[src/rtl/dff_bank_arbiter_pkg.sv]
// Shared definitions for the dff_bank_arbiter block: FSM encoding and a zero word.
// Latency: n/a (types and constants only).
// Backpressure: n/a.
package dff_bank_arbiter_pkg;

  // Controller states. Encoding 2'd3 is unused and decodes back to IDLE.
  typedef enum logic [1:0] {
    S_IDLE   = 2'd0,
    S_GRANT  = 2'd1,
    S_COMMIT = 2'd2
  } state_t;

  // Widest register the block supports; users slice the low WIDTH bits.
  localparam int MAX_WIDTH = 64;
  localparam logic [MAX_WIDTH-1:0] ZERO_WORD = '0;

endpackage

[src/rtl/dff_bank_arbiter_rr_pick.sv]
// Round-robin priority picker: first set req bit at or above rr_ptr, wrapping to 0.
// Latency: purely combinational, zero cycles.
// Backpressure: none; the caller decides when to act on the pick.
//
// Ports:
//   req    [NREQ-1:0]  request vector
//   rr_ptr [IDW-1:0]   index with highest priority this round
//   winner [IDW-1:0]   chosen index (0 when no request)
//   any                at least one request bit is set
module dff_bank_arbiter_rr_pick #(
  parameter int NREQ = 4,
  parameter int IDW  = 2
) (
  input  logic [NREQ-1:0] req,
  input  logic [IDW-1:0]  rr_ptr,
  output logic [IDW-1:0]  winner,
  output logic            any
);

  logic           found;
  logic [IDW-1:0] idx;
  int             sum;

  always_comb begin
    winner = '0;
    found  = 1'b0;
    idx    = '0;
    sum    = 0;
    any    = |req;
    for (int k = 0; k < NREQ; k++) begin
      // Wrap by explicit compare so non-power-of-2 NREQ rotates correctly.
      sum = int'(rr_ptr) + k;
      if (sum >= NREQ) sum = sum - NREQ;
      idx = IDW'(sum);
      if (!found && req[idx]) begin
        winner = idx;
        found  = 1'b1;
      end
    end
  end

endmodule

[src/rtl/dff_bank_arbiter.sv]
// Round-robin arbiter and load sequencer for one shared WIDTH-bit register.
// Latency: req seen in IDLE at edge k -> gnt after k -> q loaded at k+1 -> ack in following cycle.
// Backpressure: requesters hold req until ack; a write occupies IDLE, GRANT, COMMIT (3 cycles min).
//
// Ports:
//   clk, rst_n                 rising-edge clock, async active-low reset
//   req   [NREQ-1:0]           level write requests, held until ack
//   data  [NREQ*WIDTH-1:0]     packed write data, requester i at [i*WIDTH +: WIDTH]
//   clear                      zero the register (serviced in IDLE, deferred otherwise)
//   gnt   [NREQ-1:0]           one-hot grant, high during GRANT
//   ack   [NREQ-1:0]           one-hot write-done pulse, high during COMMIT
//   q     [WIDTH-1:0]          shared register contents
//   owner [IDW-1:0]            last requester that committed a write
//   valid                      q holds data written since last reset/clear
//   busy                       high in GRANT and COMMIT
module dff_bank_arbiter
  import dff_bank_arbiter_pkg::*;
#(
  parameter int NREQ  = 4,
  parameter int WIDTH = 8,
  parameter int IDW   = 2
) (
  input  logic                  clk,
  input  logic                  rst_n,
  input  logic [NREQ-1:0]       req,
  input  logic [NREQ*WIDTH-1:0] data,
  input  logic                  clear,
  output logic [NREQ-1:0]       gnt,
  output logic [NREQ-1:0]       ack,
  output logic [WIDTH-1:0]      q,
  output logic [IDW-1:0]        owner,
  output logic                  valid,
  output logic                  busy
);

  state_t         state_q;
  state_t         state_d;
  logic [IDW-1:0] winner_q;
  logic [IDW-1:0] rr_ptr;
  logic           clr_pend;
  logic [IDW-1:0] pick_win;
  logic           pick_any;
  logic           clr_now;

  dff_bank_arbiter_rr_pick #(
    .NREQ (NREQ),
    .IDW  (IDW)
  ) u_rr_pick (
    .req    (req),
    .rr_ptr (rr_ptr),
    .winner (pick_win),
    .any    (pick_any)
  );

  // A clear, fresh or deferred, wins over arbitration in IDLE.
  assign clr_now = clear | clr_pend;

  always_ff @(posedge clk or negedge rst_n) begin
    if (!rst_n) state_q <= S_IDLE;
    else        state_q <= state_d;
  end

  always_comb begin
    state_d = state_q;
    gnt     = '0;
    ack     = '0;
    busy    = 1'b0;
    unique case (state_q)
      S_IDLE: begin
        if (!clr_now && pick_any) state_d = S_GRANT;
      end
      S_GRANT: begin
        gnt  = NREQ'(1) << winner_q;
        busy = 1'b1;
        // A requester that drops req here abandons the slot.
        state_d = req[winner_q] ? S_COMMIT : S_IDLE;
      end
      S_COMMIT: begin
        ack     = NREQ'(1) << winner_q;
        busy    = 1'b1;
        state_d = S_IDLE;
      end
      default: state_d = S_IDLE;
    endcase
  end

  // Winner latch, rotation pointer, deferred clear and the register bank itself.
  always_ff @(posedge clk or negedge rst_n) begin
    if (!rst_n) begin
      winner_q <= '0;
      rr_ptr   <= '0;
      clr_pend <= 1'b0;
      q        <= ZERO_WORD[WIDTH-1:0];
      owner    <= '0;
      valid    <= 1'b0;
    end else begin
      unique case (state_q)
        S_IDLE: begin
          if (clr_now) begin
            q        <= ZERO_WORD[WIDTH-1:0];
            valid    <= 1'b0;
            clr_pend <= 1'b0;
          end else if (pick_any) begin
            winner_q <= pick_win;
          end
        end
        S_GRANT: begin
          // Clear must not disturb an in-flight write; remember it for IDLE.
          if (clear) clr_pend <= 1'b1;
          if (req[winner_q]) begin
            q     <= data[int'(winner_q)*WIDTH +: WIDTH];
            owner <= winner_q;
            valid <= 1'b1;
          end
        end
        S_COMMIT: begin
          if (clear) clr_pend <= 1'b1;
          // Pointer advances only on a committed write, so an abort keeps priority.
          rr_ptr <= (winner_q == IDW'(NREQ-1)) ? '0 : winner_q + IDW'(1);
        end
        default: ;
      endcase
    end
  end

endmodule
[config.mk]
export PLATFORM = sky130hd
export DESIGN_NAME = dff_bank_arbiter
export DESIGN_NICKNAME = d
export VERILOG_FILES = /design/src/rtl/dff_bank_arbiter_pkg.sv /design/src/rtl/dff_bank_arbiter_rr_pick.sv /design/src/rtl/dff_bank_arbiter.sv
export SDC_FILE = /design/constraint.sdc
export NUM_CORES = 1
export LEC_CHECK = 0
export ABC_AREA = 1
export BUFFER_PORTS_ARGS = -buffer_cell sky130_fd_sc_hd__clkbuf_2
export CAP_MARGIN = 20
export CORE_UTILIZATION = 35
export DETAILED_ROUTE_END_ITERATION = 16
export MAX_ROUTING_LAYER = met4
export SETUP_SLACK_MARGIN = 0.4
export SYNTH_ARGS = -nofsm -noshare
export SYNTH_HDL_FRONTEND = slang
export SYNTH_HIERARCHICAL = 1
export SYNTH_SLANG_ARGS = --single-unit
[constraint.sdc]
create_clock -name clk -period 1.8 [get_ports clk]
set_clock_uncertainty 0.15 [all_clocks]
set_input_delay 0.36 -clock clk [delete_from_list [all_inputs] [get_ports clk]]
set_output_delay 0.36 -clock clk [all_outputs]
set_load 0.05 [all_outputs]
== Word level (Yosys, flattened, before mapping) ==
Index checks and enable logic that the tools add are counted.
Widths: inputs -> output; s select.
Word-level totals
  bits in registers: 18
  bits of input ports: 39
  output and inout bits: 20
  word-level logic and storage cells: 88
Cells by class
  shift-type cells: 2
  reductions and logical operators: 17
  eq/ne operators: 7
  $lt $le $gt $ge: 9
  bitwise operators: 2
  $add $sub $neg: 8
  mux-type cells: 36
Operators by type and width (count)
  $shiftx 32x6->8: 1
  $mux 2: 11
  $mux 8: 2
  $pmux 8 s2: 1
  $lt 2x3->1 const B: 5
  $mux 1: 12
  $bmux 1 s2: 5
  $ge 3x3->1 const B: 3
  $reduce_and 3->1: 3
  $mux 4: 2
  $sub 2x1->2 const B: 4
  $add 2x2->3 const B: 2
  $ne 2x2->1 const B: 3
  $eq 2x2->1 const B: 2
  $logic_and 1x1->1: 4
  $logic_not 1->1: 4
  $pmux 1 s2: 2
  $pmux 2 s2: 1
  $reduce_bool 2->1: 2
  $reduce_or 4->1: 1
  $shl 1x2->4 const A: 1
  $add 2x1->3 const B: 1
  $ge 2x3->1 const B: 1
  $add 2x1->2 const B: 1
  7 further kinds: 7

== Longest topological paths before layout ==
  depth in word-level cells: 14
  depth in mapped cells: 13
  depth with buffers taken out: 12

== By module ==
Netlist, hierarchy kept.
Modules (own cells, without submodules)
  dff_bank_arbiter: seq. area each 450.4 µm², times used 1, cells each 178, area an instance 1266.2 µm²
  dff_bank_arbiter_rr_pick: seq. area each 0.0 µm², times used 1, cells each 53, area an instance 269.0 µm²

== Worst setup path after synthesis ==
OpenSTA, ideal clock, no wires.
  path kind: register -> output
  start point: register winner_q[0]
  end point: output ack[0]
  data arrival time: 1300 ps
  path buffers: 2
  slack: -10 ps
  required time: 1290 ps
  cell stages (with the launch flop): 7
  cell sequence: dfrtp_1 buf_6 inv_4 buf_2 ha_1 nand2_1 inv_1
Between the ends
  longest elaborated chain between the ends: 2
RTL lines
  from (decl): line dff_bank_arbiter.sv:38  | logic [IDW-1:0] winner_q;
  from (signal assigned): line dff_bank_arbiter.sv:104  | winner_q <= pick_win;
  $shl 1x2->4: line dff_bank_arbiter.sv:79  | ack = NREQ'(1) << winner_q;
  $mux 4: line dff_bank_arbiter.sv:68  | unique case (state_q)
  to (decl): line dff_bank_arbiter.sv:29  | output logic [NREQ-1:0] ack,
No other way between the ends.

== Worst setup path in the final report ==
  start point: register state_q[1]
  end point: output gnt[1]
Between the ends
  longest elaborated chain between the ends: 2
RTL lines
  from (decl): line dff_bank_arbiter.sv:36  | state_t state_q;
  from (signal assigned): line dff_bank_arbiter.sv:60  | else state_q <= state_d;
  $eq 2x1->1: line dff_bank_arbiter.sv:68
  $mux 4: line dff_bank_arbiter.sv:68
  to (decl): line dff_bank_arbiter.sv:28  | output logic [NREQ-1:0] gnt,
No other way between the ends.

==> qor.txt <==
Max clock buf depth - 2
CTS root buffer - clkbuf_8
Min-Delay Endpoint - clr_pend$_DFFE_PN0P_
critical path type - reg -> out
failing checks - setup timing
Seq/Total Area, Yosys - 29.3%
worst rel slew slack - 66.3%
CTS tree - done
post-route DRC violation count - 0
drt wl/cell - 13.7 µm
top cells by area, synth - dfrtp_1, nand2_1, nand3_1
gp weighted congestion - 0.752
R2R cell count - 10
Max IR drop VDD - 1.13 mV
Slew Limit Fails - 0
most common library cells after synthesis - nand2_1, nand3_1, a21oi_1, inv_1, dfrtp_1
post-route cell area - 2760 µm²
final non-filler cell total - 365
largest net degree at the start of global routing - 19
required time worst endpoint - 1290 ps
Total Routing Usage GR - 21.4%
DR vias/cell - 4.92
slowest stage delay, CP - 440 ps
Detail Route Antenna Nets - 0
Slowest-stage cell, CP - dfrtp_1
Yosys top cell by area - dfrtp_1
DIE HEIGHT - 68.2 µm
setup TNS - -478 ps
worst path cell trace - inv_2 > ha_4 > nand2_4 > clkinvlp_4 > clkbuf_16
Rows - 23
Diodes inserted - 0
DPL Wire Length - 3.16 mm
Syn Nets - 278
initial core utilization - 37.3%
clk_lat worst skew - 260 ps
final WL - 5.01 mm
HP Start - clear
top-count cell post-synth - nand2_1
Synth cell types - 23
Area Growth Syn to Fin - 79.7%
CP arrival - 1370 ps
endpoints failing setup - 8
number of synthesized flops with an enable pin - 0
Post-Syn Area - 1540 µm²
detailed-route via count - 1,795
Area after DPL - 2010 µm²
Final nets - 363
H-tree lvl count - 1
clock-pin slew on the worst setup and hold paths - 70 ps
core footprint - 4120 µm²
CTS Buf Count - 3
clock sink count - 18
power density over cell area - 2080 nW/µm²
Core Util, Final - 67.0%
share of flip-flops with an asynchronous set or reset - 100%
worst setup margin - -80.0 ps
initial antenna violation count - 0
status - complete, but fails checks
RR Startpoint - rr_ptr[0]$_DFFE_PN0P_
Critical R2R Capture - winner_q[1]$_DFFE_PN0P_
Avg Synthesized Cell Area - 6.65 µm²
Cells on Worst Hold Path - 3
Die Wd - 68.2 µm
minimum clock period - 1880 ps
Yosys warning total - 6
crit-path max FO - 5
Pre-Repair DR Iteration Count - 4
worst slew pin tran - 505 ps
IO Port Bufs - 58
Worst Hold Class - in -> reg
Seq cells post-synth - 18
io pins - 59
ys flop type - dfrtp_1
maximum clock frequency - 0.532 GHz
layout cells sized above 1 - 58.1%
Post-Synthesis Cells - 231
Die ar. - 4660 µm²
vias in the first global route - 1,610
final hold vios - 0
worst reg-to-reg setup slack - 110 ps
Leakage - 0.00139 µW
max-cap viol count - 0
Placed Cells - 337
first-pass GRT wire length - 7.10 mm
fin crit share - 104%
CP endpoint kind - primary output
unrepaired setup endpoints after global routing - true
Fillers - 360
Startpoint Class - flip-flop
global route overflow - 0
Initial DRC Count - 49
Yosys top cell area share - 29.3%
==> worst max-delay path by stage <==
stage	start	end	slack [ps]	cells after the start
floorplan	winner_q[0]$_DFFE_PN0P_	gnt[2]	150	6
global placement	winner_q[0]$_DFFE_PN0P_	gnt[3]	140	4
detailed placement	state_q[0]$_DFFE_PN0P_	ack[1]	140	5
CTS	state_q[0]$_DFFE_PN0P_	ack[2]	-20	5
global route	state_q[0]$_DFFE_PN0P_	ack[0]	-120	5
finish	state_q[1]$_DFFE_PN0P_	gnt[1]	-80	5
==> registers in the layout (all words and copies together), names as in the netlist <==
signal	cells
clr_pend	1
owner	2
q	8
rr_ptr	2
state_q	2
valid	1
winner_q	2
==> critical path: cells and delay by family, from the launching register on <==
family                     cells  cell delay (ps)
and+or+nand+nor                1               70
adders and majority gates      1              230
DFF                            1              440
buffers and inverters          3              370
==> final cells by class <==
class / count / area [µm²] / share of cell area (%)
Clock buffer: 4 / 55.1 / 2.00
Inverter: 25 / 144 / 5.22
Multi-Input combinational cell: 182 / 1280 / 46.3
Sequential cell: 18 / 455 / 16.5
Tap cell: 50 / 62.6 / 2.27
Timing Repair Buffer: 86 / 763 / 27.7
==> cells by family (layout without fill, tap and decap cells) <==
logic type,Yosys count,count (layout),share of synthesized area (%)
adder cells (fa/ha/maj),8,8,6.52
AND/OR/NAND/NOR,145,147,44.3
buffers and inverters,33,115,10.9
flip-flops,18,18,29.3
AO/OA/AOI/OAI,27,27,8.88
==> per-stage QoR <==
step	hold WS (ps)	total power, µW	setup WS [ps]
finish	188	5740	-80.0
global route	217	6100	-123
CTS	190	5040	-17.2
detailed placement	199	3900	140
global placement	202	3900	135
floorplan	-85.6	3350	152
==> power breakdown <==
group	internal [µW]	switching, µW
logic	1880	2670
registers	622	222
clock network	195	147
==> cells in the final DEF, fill, tap and decap left out, types with 2 or more instances in the layout <==
cell        netlist  final
inv_1            20      9
nand2_1          93     59
nand3_2           2      5
clkbuf_2          0     38
clkbuf_16         0      8
clkinvlp_4        0      8
nand2_4           2     22
nand2_8           2      3
inv_2             3      4
clkbuf_4          0     10
a21oi_1          20     18
o21ai_2           0      2
dfrtp_1          18     14
a21oi_2           0      2
inv_4             1      3
nand3_1          24     20
nor2_1            6      6
clkbuf_8          0      4
nand2_2          13     28
buf_6             3      8
o21ai_1           1      3
dfrtp_2           0      4
ha_4              0      7
buf_4             3     18
==> timing repair <==
action                     in CTS  in global routing
gates resized for setup        53                 65
hold buffers                    1                  0
setup buffers                  14                  6
pin swaps                      11                 21
gates cloned                    3                  0
setup endpoints to repair      32                 27
hold endpoints to repair       18                  0
==> routing by layer <==
layer  vias up  global-route usage [%]  wire (µm)
met3         7                    3.00        307
met2        58                    36.6       2580
met4         0                    7.03         51
met1       833                    25.6       2080
li1        897                       -          -
met5         -                       -          0
No activity file was read; power rests on OpenSTA's default activity.
